**src/rtl/draw_field.sv**
```systemverilog
// PONG playfield renderer: blanking colour, border, dashed centre net and a
// frame-synchronous goal flash on the border. Two-stage pipeline, 2 pclk latency.
module draw_field #(
    parameter int          H_ACTIVE     = 1024,
    parameter int          V_ACTIVE     = 768,
    parameter int          BORDER_W     = 1,
    parameter int          NET_X        = 511,
    parameter int          NET_W        = 1,
    parameter int          DASH_OFFSET  = 8,
    parameter int          DASH_LEN     = 51,
    parameter int          DASH_PERIOD  = 100,
    parameter int          FLASH_FRAMES = 30,
    parameter int          FLASH_PERIOD = 5,
    parameter logic [11:0] BLANK_COLOR  = 12'h333
) (
    input  logic        pclk,
    input  logic        rst,
    input  logic [10:0] vcount_in,
    input  logic [10:0] hcount_in,
    input  logic        vsync_in,
    input  logic        vblnk_in,
    input  logic        hsync_in,
    input  logic        hblnk_in,
    input  logic [11:0] color_bg,
    input  logic [11:0] color_line,
    input  logic [11:0] color_flash,
    input  logic        net_en,
    input  logic        goal_pulse,
    output logic [10:0] vcount_out,
    output logic [10:0] hcount_out,
    output logic        vsync_out,
    output logic        vblnk_out,
    output logic        hsync_out,
    output logic        hblnk_out,
    output logic [11:0] rgb_out,
    output logic        flash_active
);
    localparam int DW = (DASH_PERIOD > 1) ? $clog2(DASH_PERIOD) : 1;
    localparam int FW = (FLASH_FRAMES > 1) ? $clog2(FLASH_FRAMES) : 1;
    localparam int PW = (FLASH_PERIOD > 1) ? $clog2(FLASH_PERIOD) : 1;

    localparam logic [10:0]   BORDER_LO  = 11'(BORDER_W);
    localparam logic [10:0]   BORDER_V   = 11'(V_ACTIVE - BORDER_W);
    localparam logic [10:0]   BORDER_H   = 11'(H_ACTIVE - BORDER_W);
    localparam logic [10:0]   NET_LO     = 11'(NET_X);
    localparam logic [10:0]   NET_HI     = 11'(NET_X + NET_W);
    localparam logic [10:0]   DASH_START = 11'(DASH_OFFSET);
    localparam logic [DW-1:0] DASH_LAST  = DW'(DASH_PERIOD - 1);
    localparam logic [DW-1:0] DASH_ON    = DW'(DASH_LEN);
    localparam logic [FW-1:0] FRAME_LAST = FW'(FLASH_FRAMES - 1);
    localparam logic [PW-1:0] PHASE_LAST = PW'(FLASH_PERIOD - 1);

    localparam logic [0:0] ST_IDLE  = 1'b0;
    localparam logic [0:0] ST_FLASH = 1'b1;

    logic          vblnk_prev_r;
    logic          hblnk_prev_r;
    logic [DW-1:0] dash_row_r;
    logic          goal_pending_r;
    logic [0:0]    state_r;
    logic [FW-1:0] frame_cnt_r;
    logic [PW-1:0] phase_cnt_r;
    logic          phase_r;

    logic [10:0] vcount_s1_r, hcount_s1_r;
    logic        vsync_s1_r, vblnk_s1_r, hsync_s1_r, hblnk_s1_r;
    logic        blank_s1_r, border_s1_r, net_s1_r;
    logic [11:0] color_bg_s1_r, color_line_s1_r, color_flash_s1_r;

    logic        frame_boundary_s;
    logic        goal_any_s;
    logic        border_s;
    logic        net_s;
    logic [11:0] border_col_s;

    assign frame_boundary_s = vblnk_in & ~vblnk_prev_r;
    assign goal_any_s       = goal_pending_r | goal_pulse;

    assign border_s = (vcount_in < BORDER_LO) || (vcount_in >= BORDER_V) ||
                      (hcount_in < BORDER_LO) || (hcount_in >= BORDER_H);

    assign net_s = net_en && (hcount_in >= NET_LO) && (hcount_in < NET_HI) &&
                   (vcount_in >= DASH_START) && (dash_row_r < DASH_ON);

    assign border_col_s = (flash_active && phase_r) ? color_flash_s1_r : color_line_s1_r;

    // Edge-detect history and the per-line dash counter, restarted every vertical blank.
    always_ff @(posedge pclk) begin
        if (rst) begin
            vblnk_prev_r <= 1'b0;
            hblnk_prev_r <= 1'b0;
            dash_row_r   <= '0;
        end else begin
            vblnk_prev_r <= vblnk_in;
            hblnk_prev_r <= hblnk_in;
            if (vblnk_in) begin
                dash_row_r <= '0;
            end else if (hblnk_in && !hblnk_prev_r && (vcount_in >= DASH_START)) begin
                dash_row_r <= (dash_row_r == DASH_LAST) ? '0 : dash_row_r + 1'b1;
            end else begin
                dash_row_r <= dash_row_r;
            end
        end
    end

    // A goal is remembered until the next frame boundary consumes it.
    always_ff @(posedge pclk) begin
        if (rst) begin
            goal_pending_r <= 1'b0;
        end else if (frame_boundary_s) begin
            goal_pending_r <= 1'b0;
        end else if (goal_pulse) begin
            goal_pending_r <= 1'b1;
        end else begin
            goal_pending_r <= goal_pending_r;
        end
    end

    // Flash FSM: only ever changes at a frame boundary so no frame is split.
    always_ff @(posedge pclk) begin
        if (rst) begin
            state_r      <= ST_IDLE;
            flash_active <= 1'b0;
            frame_cnt_r  <= '0;
            phase_cnt_r  <= '0;
            phase_r      <= 1'b0;
        end else if (frame_boundary_s) begin
            case (state_r)
                ST_IDLE: begin
                    if (goal_any_s) begin
                        state_r      <= ST_FLASH;
                        flash_active <= 1'b1;
                        frame_cnt_r  <= '0;
                        phase_cnt_r  <= '0;
                        phase_r      <= 1'b1;
                    end else begin
                        state_r      <= ST_IDLE;
                        flash_active <= 1'b0;
                    end
                end
                ST_FLASH: begin
                    if (goal_any_s) begin
                        frame_cnt_r <= '0;
                        phase_cnt_r <= '0;
                        phase_r     <= 1'b1;
                    end else if (frame_cnt_r == FRAME_LAST) begin
                        state_r      <= ST_IDLE;
                        flash_active <= 1'b0;
                        phase_r      <= 1'b0;
                    end else begin
                        frame_cnt_r <= frame_cnt_r + 1'b1;
                        if (phase_cnt_r == PHASE_LAST) begin
                            phase_cnt_r <= '0;
                            phase_r     <= ~phase_r;
                        end else begin
                            phase_cnt_r <= phase_cnt_r + 1'b1;
                        end
                    end
                end
                default: begin
                    state_r      <= ST_IDLE;
                    flash_active <= 1'b0;
                    phase_r      <= 1'b0;
                end
            endcase
        end else begin
            state_r <= state_r;
        end
    end

    // Stage 1: timing, region flags and the pixel's colours.
    always_ff @(posedge pclk) begin
        if (rst) begin
            vcount_s1_r      <= '0;
            hcount_s1_r      <= '0;
            vsync_s1_r       <= 1'b0;
            vblnk_s1_r       <= 1'b0;
            hsync_s1_r       <= 1'b0;
            hblnk_s1_r       <= 1'b0;
            blank_s1_r       <= 1'b0;
            border_s1_r      <= 1'b0;
            net_s1_r         <= 1'b0;
            color_bg_s1_r    <= '0;
            color_line_s1_r  <= '0;
            color_flash_s1_r <= '0;
        end else begin
            vcount_s1_r      <= vcount_in;
            hcount_s1_r      <= hcount_in;
            vsync_s1_r       <= vsync_in;
            vblnk_s1_r       <= vblnk_in;
            hsync_s1_r       <= hsync_in;
            hblnk_s1_r       <= hblnk_in;
            blank_s1_r       <= hblnk_in | vblnk_in;
            border_s1_r      <= border_s;
            net_s1_r         <= net_s;
            color_bg_s1_r    <= color_bg;
            color_line_s1_r  <= color_line;
            color_flash_s1_r <= color_flash;
        end
    end

    // Stage 2: priority colour mux and aligned timing outputs.
    always_ff @(posedge pclk) begin
        if (rst) begin
            vcount_out <= '0;
            hcount_out <= '0;
            vsync_out  <= 1'b0;
            vblnk_out  <= 1'b0;
            hsync_out  <= 1'b0;
            hblnk_out  <= 1'b0;
            rgb_out    <= '0;
        end else begin
            vcount_out <= vcount_s1_r;
            hcount_out <= hcount_s1_r;
            vsync_out  <= vsync_s1_r;
            vblnk_out  <= vblnk_s1_r;
            hsync_out  <= hsync_s1_r;
            hblnk_out  <= hblnk_s1_r;
            if (blank_s1_r) begin
                rgb_out <= BLANK_COLOR;
            end else if (border_s1_r) begin
                rgb_out <= border_col_s;
            end else if (net_s1_r) begin
                rgb_out <= color_line_s1_r;
            end else begin
                rgb_out <= color_bg_s1_r;
            end
        end
    end
endmodule

```
**config.mk**
```make
export PLATFORM = sky130hd
export DESIGN_NAME = draw_field
export DESIGN_NICKNAME = d
export VERILOG_FILES = /design/src/rtl/draw_field.sv
export SDC_FILE = /design/constraint.sdc
export NUM_CORES = 1
export LEC_CHECK = 0
export ABC_AREA = 1
export BUFFER_PORTS_ARGS = -buffer_cell sky130_fd_sc_hd__buf_4
export CELL_PAD_IN_SITES_DETAIL_PLACEMENT = 2
export CELL_PAD_IN_SITES_GLOBAL_PLACEMENT = 2
export CORE_ASPECT_RATIO = 0.8
export CORE_MARGIN = 5
export CORE_UTILIZATION = 31
export CTS_BUF_LIST = sky130_fd_sc_hd__clkbuf_4
export CTS_CLUSTER_DIAMETER = 120
export CTS_CLUSTER_SIZE = 8
export DETAILED_ROUTE_END_ITERATION = 8
export PLACE_DENSITY_LB_ADDON = 0.1
export SYNTH_ARGS = -nofsm -noshare
export SYNTH_HDL_FRONTEND = slang
export SYNTH_SLANG_ARGS = --single-unit
```
**constraint.sdc**
```tcl
create_clock -name pclk -period 1.4 [get_ports pclk]
set_input_delay 0.28 -clock pclk [delete_from_list [all_inputs] [get_ports pclk]]
set_output_delay 0.28 -clock pclk [all_outputs]
set_load 0.1 [all_outputs]
```
==> key figures, run 1 <==
Status
  – Outcome: finished, violations left
  – Failing checks: negative setup slack

Floorplan
  – Cell Rows: 39
  – I/O Pins: 105
  – DIE WIDTH: 146 um
  – Core ar.: around 14000 sq um
  – Initial core utilization: 31.9%
  – Die Area: 17400 sq um
  – Die Height: about 120 um

Power
  – Internal: 0.00585 W
  – Net Sw Power: between 0.002 and 0.0025 W
  – Power Density: about 1100 nW/um^2
  – Clock power share: between 30% and 40%
  – Comb pwr share: 18.4%
  – Worst vdd ir: around 0.00056 V
  – Flop pwr share: between 40% and 50%
  – Pleak: 3.40 nW
  – Sw frac: 29.2%

Synthesis
  – Syn_nets: 681
  – Yosys warnings: 0
  – Cell with the most instances after synthesis: inv_1
  – Share of the synthesized area in the top cell type: 53.2%
  – EDFF count, synth: 0
  – #FFs+latches synth: about 120
  – Top FF cell, synth: dfxtp_1
  – Library cells used by synthesis: 26
  – Cell count after synthesis: 610
  – Mapped Area: 4590 sq um
  – Dominant cells by area after synthesis: dfxtp_1 53%, inv_1 11%, nor2_1 9.7%
  – Post-synth top area cell: dfxtp_1
  – Synthesized area per cell: 7.53 sq um
  – Async S/R FF share, synth: 0%
  – Most frequent cells after synthesis: 140 x inv_1, 122 x dfxtp_1, 119 x nor2_1
  – Post-synthesis sequential area ratio: 53.2%

Setup path
  – Critical Path Fanout Max: 19
  – Kind of critical path: flop to flop
  – Crit end category: flop
  – CP Data Arrival Time: between 1.5 and 2 ns
  – Startpoint class of the critical path: flop
  – Path depth of the worst reg2reg path: 5
  – CP required: 1.85 ns

GRT
  – Number of global-route vias before repair: between 5000 and 6000
  – First-pass GRT wire length: 28600 um
  – Initial antenna violation count: 1
  – Largest net degree at the start of global routing: 39
  – GR Overflow Total: 0
  – Global Route Usage Sum: 20.9%

STA
  – Tightest Pin Transition: roughly 0.43 ns
  – Final Skew: 0.0247 ns
  – RSZ-0062 raised after global routing: true
  – # setup viols final: 5
  – Fmax: 687 MHz
  – Final Hold Viols: 0
  – Final period util: 104%
  – Min Tclk post-route: 1.46 ns
  – Setup_tns: -0.135 ns
  – Slew headroom: 71.3%
  – Final WS setup: -0.0559 ns
  – Pins Over Slew Limit: 0

Detailed routing
  – Vias: ~4600
  – DRC viols: 0
  – Antenna Violating Nets Remaining: 0
  – Wire length per cell: roughly 20 um
  – Drt total wl: 19300 um
  – Drt pass-1 iters: 4
  – Via density: 4.64
  – DRT iter0 DRCs: about 170

Cells and area
  – Finished Layout Cells: 989
  – Final Util: between 50% and 60%
  – # fillers: 1562
  – Area Overhead vs Synth: 57.0%
  – Layout cells sized above 1: 27.9%
  – NumNets Final: 863
  – Post-route cell area: 7210 sq um

Clock tree
  – Clock Tree Buf Depth: 2
  – H-tree depth: 4
  – CTS tree: done
  – Clock Latency Late Sink: 0.56 ns
  – CTS buffer count: 17
  – Clock-pin slew on the worst setup and hold paths: between 0.1 and 0.15 ns
  – CTS root buf: clkbuf_4
  – Clock sinks: between 100 and 150

Placed design
  – Placement-stage cell area: 5620 sq um
  – GPL Wtd Cong: about 0.82
  – DP HPWL: 9930 um
  – Pre-CTS setup slack: -0.0175 ns
  – Placed cells: about 890
  – PortBufs: roughly 100

Worst hold path
  – Hold Path Stages: 3
  – HP Class: primary input to flop

Job
  – MaxCap Viol Count: 0
==> through the flow <==
step | hold slack (ns) | power, W
floorplan | 0.387 | 0.00453
global placement | 0.389 | 0.00489
detailed placement | 0.399 | 0.00493
CTS | 0.00264 | 0.00813
global route | 0.0123 | 0.00858
finish | 0.0229 | 0.00826
==> timing repair <==
action                                  in CTS  in global routing
setup buffers                                0                  3
endpoints found under the setup margin      44                 62
hold buffers                                61                  0
gates cloned                                 0                  1
pin swaps                                    0                  8
endpoints found under the hold margin       62                  0
resized for setup                          156                 33
==> critical path: stages, from the launching register on <==
cell	delay (ns)
dfxtp_4	0.39
nand2_2	0.27
o21ai_0	0.41
nand3_1	0.13
nand2_1	0.10
inv_1	0.05
==> registers in the layout, indices dropped and copies added, names as in the netlist, 7 cells and up <==
signal / count
rgb_out: 12
color_flash_s1_r: 12
dash_row_r: 7
vcount_out: 11
color_bg_s1_r: 12
vcount_s1_r: 11
color_line_s1_r: 12
hcount_out: 11
hcount_s1_r: 11
==> power groups by stage <==
stage | clock (W) | combinational, W | sequential (W)
after floorplan | 0 | 0.000351 | 0.00418
after global placement | 0 | 0.00111 | 0.00378
after detailed placement | 0 | 0.00114 | 0.00379
after CTS | 0.00295 | 0.00143 | 0.00375
after global routing | 0.00319 | 0.00161 | 0.00378
final | 0.00298 | 0.00152 | 0.00376
==> path summary, 6_finish.rpt <==
kind,slack [ns],to,start
worst max-delay path,-0.06,rgb_out[5],flash_active
worst min-delay path,0.02,vcount_s1_r[0],vcount_in[0]
worst max register to register,-0.06,rgb_out[5],flash_active
worst min register to register,0.41,vcount_out[5],vcount_s1_r[5]
==> metal layers <==
metal / part of all wire (%) / vias to the layer above / GRT usage, %
met3: 3.2 / 29 / 4.86
met2: 54 / 95 / 39.4
met4: 2.3 / 0 / 5.93
met1: 40 / 2290 / 23.7
li1: - / 2176 / -
met5: 0 / - / 0
==> cell usage in the layout, fill, tap and decap left out, types with 3 or more instances in the layout <==
master         Yosys  final
o21ai_1            1      5
o211ai_1           6      6
clkinv_1           0      5
dfxtp_1          122     77
nand2_2            1     11
inv_2              3      3
buf_12             0     41
nand3_1           26     25
a21oi_1           40     40
dlygate4sd3_1      0     61
inv_1            140    139
bufinv_16          0      5
nor2_1           119    116
nand4_1            6      6
buf_4              0     77
nor2_4             3      3
dfxtp_2            0     42
a21oi_2            3      3
nor3_1             4      3
dfxtp_4            0      3
o21ai_0           16     12
clkbuf_4           0     19
nand2_1           89     79
nor2_2             1      4
==> kinds of logic (layout without fill, tap and decap cells) <==
family,Yosys count,in the layout,share of synthesized area [%]
flops,122,122,53.2
compound gates,67,67,7.90
simple gates,254,255,23.4
buf+inv,160,353,13.7
other cells,0,1,0
fa+ha+maj,5,5,1.36
xor+xnor,2,2,0.382
==> area by class of cell <==
class / instances / area (sq um) / area share (%)
clock inverter: 12 / 179 / 2.48
timing repair buffer: 179 / 2010 / 27.9
tap: 184 / 230 / 3.19
inverter: 143 / 539 / 7.48
sequential: 122 / 2510 / 34.8
clock buffer: 19 / 143 / 1.98
antenna: 1 / 2.50 / 0.0347
multi-input combinational: 329 / 1600 / 22.2
No activity file was read; power rests on OpenSTA's default activity.
==> run 2: changes to the inputs <==
CORE_MARGIN = not set   (was 5)
==> run 2 against run 1 <==
- sequential power hardly changed
- via count rose by 2.6%
- sequential cell count stayed put
- the run still ends with negative setup slack left
==> key figures, run 2 (synthesis results as in run 1) <==
Status
  – Outcome: finished, violations left
  – Failing checks: negative setup slack

Floorplan
  – I/O Pins: roughly 110
  – Die Area: 15300 sq um
  – Die Height: 111 um
  – Cell Rows: 39
  – Initial core utilization: 32.0%
  – DIE WIDTH: 138 um
  – Core ar.: 14300 sq um

GRT
  – Global Route Usage Sum: 23.4%
  – Largest net degree at the start of global routing: 25
  – GR Overflow Total: 0
  – Initial antenna violation count: 2
  – Number of global-route vias before repair: roughly 5200
  – First-pass GRT wire length: 27500 um

Placed design
  – Pre-CTS setup slack: 0.0274 ns
  – Placed cells: 893
  – PortBufs: about 100
  – DP HPWL: 9350 um
  – GPL Wtd Cong: 0.787

Power
  – Power Density: 1120 nW/um^2
  – Worst vdd ir: roughly 0.00057 V
  – Pleak: approximately 3.4 nW

Clock tree
  – CTS tree: done
  – Clock Tree Buf Depth: 2
  – Clock-pin slew on the worst setup and hold paths: 0.10 ns
  – Clock sinks: 122
  – CTS buffer count: 17
  – H-tree depth: 4
  – CTS root buf: clkbuf_4
  – Clock Latency Late Sink: 0.56 ns

STA
  – Final WS setup: -0.212 ns
  – Fmax: 620 MHz
  – RSZ-0062 raised after global routing: true
  – Min Tclk post-route: approximately 1.6 ns
  – Tightest Pin Transition: between 0.4 and 0.5 ns
  – # setup viols final: 18
  – Pins Over Slew Limit: 0
  – Final Skew: 0.0213 ns
  – Final Hold Viols: 0
  – Slew headroom: roughly 70%
  – Final period util: 115%

Setup path
  – Critical Path Fanout Max: 4
  – Startpoint class of the critical path: flop
  – Kind of critical path: flop to flop
  – CP Data Arrival Time: roughly 2.1 ns
  – CP required: approximately 1.9 ns
  – Crit end category: flop

Detailed routing
  – Wire length per cell: 21.1 um
  – Drt pass-1 iters: 4
  – DRT iter0 DRCs: 198
  – Via density: 4.74
  – Vias: between 4000 and 5000
  – DRC viols: 0
  – Drt total wl: 20900 um
  – Antenna Violating Nets Remaining: 0

Cells and area
  – NumNets Final: 868
  – Layout cells sized above 1: 27.7%
  – Finished Layout Cells: 994
  – Commonest non-fill, non-tap cell in the layout: inv_1
  – Most frequent cells in the layout: 137 x inv_1, 115 x nor2_1, 85 x nand2_1
  – Area Overhead vs Synth: 57.3%

Job
  – MaxCap Viol Count: 0

Worst hold path
  – HP Class: primary input to flop
[run 2: cell types whose count changed in the layout (fill, tap and decap cells not counted), moves of 4 or more]
cell	previous run	this run
a21oi_1	40	36
nand2_1	79	85
o21ai_1	5	1
nand2_2	11	4
buf_4	77	81
[run 2: final cells by class]
type / count / area, sq um
clock buffers: 17 / 128
fillers: 1562 / 7120
inverters: 143 / 537
repair buffers: 184 / 2040
flip-flops and latches: 122 / 2500
diodes: 2 / 5.00
multi-input cells: 329 / 1630
well taps: 184 / 230
clock inverters: 13 / 159
[run 2: timing repair]
| action | 4_1_cts | 5_1_grt |
|---|---|---|
| setup endpoints to repair | 42 | 63 |
| pin swaps | 0 | 7 |
| hold buffers | 62 | 1 |
| endpoints found under the hold margin | 63 | 1 |
| buffers inserted | 1 | 4 |
| gates resized for setup | 136 | 49 |
| cloned | 0 | 1 |
[run 2: metrics by stage]
step | setup TNS, ns | util (%) | hold WS [ns] | total power [W] | area (sq um)
after floorplan | 0 | - | 0.387 | 0.00453 | 4590
after global placement | 0 | 39.1 | 0.390 | 0.00488 | 5610
after detailed placement | 0 | 39.1 | 0.398 | 0.00492 | 5610
after CTS | -0.00333 | 48.9 | 0.00302 | 0.00788 | 7020
after global routing | -3.12 | 50.3 | 0.0927 | 0.00838 | 7220
final | -1.21 | 50.3 | 0.115 | 0.00810 | 7220
[run 2: power by group]
group | leakage, nW | switching (W) | internal, W | total (W)
Combinational | 2.24 | 0.000964 | 0.000616 | 0.00158
Clock | 0.158 | 0.00139 | 0.00135 | 0.00274
Sequential | 1.03 | 0.000119 | 0.00365 | 0.00377
Total | 3.42 | 0.00247 | 0.00562 | 0.00810
[run 2: worst max-delay path: stages, from the launching register on]
cell and delay [ns]:
dfxtp_2 0.40, ha_2 0.25, nand3_1 0.14, nand2_1 0.12
nand3_1 0.08, nor2_1 0.22, nand2_1 0.16, a21oi_2 0.18
[run 2: final timing paths]
| check | depth (start not counted) | from | slack (ns) | endpoint |
|---|---|---|---|---|
| worst max-delay path | 7 | frame_cnt_r[1] | -0.21 | frame_cnt_r[4] |
| worst min-delay path | 3 | vblnk_in | 0.11 | vblnk_s1_r |
| worst max register to register | 7 | frame_cnt_r[1] | -0.21 | frame_cnt_r[4] |
| worst min register to register | 2 | hcount_s1_r[2] | 0.41 | hcount_out[2] |
[run 2: per-layer routing]
metal	GRT usage, %	vias to the layer above	wire length [um]
met3	5.83	40	664
li1	-	2191	-
met5	0	-	0
met1	25.2	2357	8230
met2	44.1	122	11500
met4	7.99	0	543
==> run 3: changes to the inputs <==
ABC_AREA = 0   (was 1)
CORE_UTILIZATION = 34   (was 31)
GPL_TIMING_DRIVEN = 0   (was not set)
TNS_END_PERCENT = 100   (was not set)
==> run 3 against run 2 <==
- the flow still finishes with violations (negative setup slack)
- final cell count decreased by 20%
- area after synthesis decreased by 7.0%
- worst setup slack worse by 0.13 ns
- die area fell by 15%
- worst hold slack worse by 0.059 ns
- clock skew up 0.012 ns
- count of clock-buffer cells in the layout did not move
- synthesized cell count is 33% lower
- clock power increased by 26%
- first-iteration DRC count is 1.0% higher
- maximum frequency decreased by 7.6%
- critical path type unchanged
- critical endpoint is now frame_cnt_r[2]
- highest routed layer unchanged
==> key figures, run 3 <==
Synthesis
  – Multiplexer share of the synthesized area: under 10%
  – #FFs+latches synth: 122
  – Dominant cells by area after synthesis: dfxtp_1 57%, nor2b_1 14%, mux2i_1 4.2%
  – Yosys warnings: 0
  – Mapped Area: about 4300 sq um
  – Syn_nets: about 480
  – Post-synthesis sequential area ratio: 57.2%
  – Library cells used by synthesis: 44
  – Cell with the most instances after synthesis: dfxtp_1
  – Synthesized area per cell: 10.5 sq um
  – Synth Area in XOR/XNOR: 0.820%
  – Largest family of logic cells by synthesized area: simple AND/OR/NAND/NOR gates
  – Cell count after synthesis: 407
  – Post-synth top area cell: dfxtp_1
  – Most frequent cells after synthesis: 122 x dfxtp_1, 95 x nor2b_1, 20 x a21oi_1
  – EDFF count, synth: 0
  – Share of the synthesized area in the top cell type: 57.2%
  – Compound-gate portion of the synthesized area: slightly below 9%
  – Post-Synth Simple-Gate Area: 23.2%
  – Async S/R FF share, synth: 0%
  – Top FF cell, synth: dfxtp_1
  – Adder-cell share of the synthesized area: 1.46%

GRT
  – Global Route Usage Sum: 30.5%
  – GR Overflow Total: 0
  – Initial antenna violation count: 0
  – Largest net degree at the start of global routing: 17
  – Number of global-route vias before repair: between 4000 and 5000
  – First-pass GRT wire length: around 28000 um

Cells and area
  – NumNets Final: 679
  – Commonest non-fill, non-tap cell in the layout: nor2b_1
  – Layout cells sized above 1: 41.7%
  – Most frequent cells in the layout: 95 x nor2b_1, 83 x buf_4, 73 x dfxtp_1
  – Post-route cell area: 7190 sq um
  – Area Overhead vs Synth: 68.4%

STA
  – Final Skew: approximately 0.033 ns
  – Final Hold Viols: 0
  – RSZ-0062 raised after global routing: true
  – Slew headroom: 51.8%
  – # setup viols final: 59
  – Pins Over Slew Limit: 0
  – Tightest Pin Transition: 0.723 ns
  – Min Tclk post-route: 1.74 ns
  – Final period util: 125%
  – Setup_tns: -4.04 ns
  – Final WS setup: -0.344 ns
  – Fmax: approximately 570 MHz

Floorplan
  – Cell Rows: 36
  – Initial core utilization: 35.0%
  – Die Height: 102 um
  – DIE WIDTH: 127 um
  – I/O Pins: 105
  – Core ar.: 12200 sq um
  – Die Area: 13000 sq um

Setup path
  – CP Data Arrival Time: roughly 2.2 ns
  – CP required: 1.87 ns
  – Critical Path Fanout Max: 7
  – Crit end category: flop
  – Kind of critical path: flop to flop
  – Startpoint class of the critical path: flop

Clock tree
  – Clock Latency Late Sink: 0.60 ns
  – CTS tree: done
  – Clock sinks: 122
  – Clock Tree Buf Depth: 2
  – CTS root buf: clkbuf_4
  – Clock-pin slew on the worst setup and hold paths: between 0.1 and 0.15 ns
  – H-tree depth: 4
  – CTS buffer count: 17

Detailed routing
  – Routed met3 length: around 1100 um
  – Drt pass-1 iters: 5
  – Drt total wl: approximately 23000 um
  – Vias: 4110
  – Antenna Violating Nets Remaining: 0
  – Met1 Wirelength: 8400 um
  – Met2 wire length: 12200 um
  – DRC viols: 0
  – DRT iter0 DRCs: 200
  – DR top layer: met4
  – Via density: 5.18
  – Wire length per cell: between 20 and 30 um

Power
  – Pleak: between 2 and 3 nW
  – Power Density: 1220 nW/um^2
  – Worst vdd ir: 0.000857 V

Placed design
  – PortBufs: 103
  – DP HPWL: just under 9000 um
  – GPL Wtd Cong: 0.755
  – Placement-stage cell area: between 5000 and 6000 sq um
  – Pre-CTS setup slack: -0.521 ns

Worst hold path
  – HP Class: primary input to flop

Status
  – Outcome: finished, violations left
  – Failing checks: negative setup slack

Job
  – MaxCap Viol Count: 0
## run 3: cell types whose count changed after synthesis, moves of 14 or more
cell,before,now
a21oi_1,40,20
nor2_1,119,13
nand3_1,26,5
mux2i_1,0,18
nand2_1,89,12
nor2b_1,0,95
inv_1,140,8
clkbuf_1,3,17
a211oi_1,0,14
## run 3: kinds of logic after synthesis
logic type,count (synthesis)
and+or+nand+nor,162
AOI/OAI and AO/OA,59
DFF,122
muxes,23
xor gates and xnor gates,4
buffers and inverters,32
adders and majority gates,5
## run 3: layout make-up
cell class | count | area, sq um
Multi-Input combinational cell | 253 | 1870
Buffer | 22 | 145
Clock buffer | 17 | 128
Fill cell | 1120 | 5010
Timing Repair Buffer | 184 | 2030
Clock inverter | 15 | 248
Sequential cell | 122 | 2520
Inverter | 8 | 30.0
Tap cell | 171 | 214
Antenna cell | 1 | 2.50
## run 3: worst paths after layout
kind	endpoint	slack (ns)	cells past startpoint	startpoint
max	frame_cnt_r[2]	-0.34	7	goal_pending_r
max reg2reg	frame_cnt_r[2]	-0.34	7	goal_pending_r
min	goal_pending_r	0.06	3	goal_pulse
min reg2reg	hcount_out[4]	0.45	1	hcount_s1_r[4]
## run 3: routing by layer
metal / GRT usage, % / up-vias
met5: 0 / -
met4: 14.3 / 0
met3: 6.91 / 73
met2: 59.5 / 172
met1: 31.2 / 2077
li1: - / 1788
## run 3: critical path, stage by stage, from the launching register on
cell,delay (ns)
dfxtp_1,0.40
or2_1,0.14
buf_4,0.17
a21oi_2,0.06
clkbuf_8,0.16
buf_6,0.13
nor3b_4,0.22
mux2i_1,0.34
## run 3: per-stage QoR
step,instances,util [%],total power [W],hold WS [ns]
2_1_floorplan,407,-,0.00446,0.408
3_3_place_gp,681,43.7,0.00481,0.418
3_5_place_dp,681,43.7,0.00484,0.425
4_1_cts,787,57.6,0.00844,0.0231
5_1_grt,792,58.9,0.00897,0.0382
6_report,793,58.9,0.00878,0.0559
## run 3: where the power goes
| part | internal [W] | switching [W] |
|---|---|---|
| clock | 0.00178 | 0.00166 |
| combinational | 0.000661 | 0.000908 |
| sequential | 0.00364 | 0.000126 |
| total | 0.00608 | 0.00270 |
## run 3: what timing repair did
action	4_1_cts	5_1_grt
hold endpoints to repair	62	0
setup buffers	15	6
pin swaps	15	8
setup endpoints to repair	62	79
hold buffers	62	0
gates resized for setup	185	46
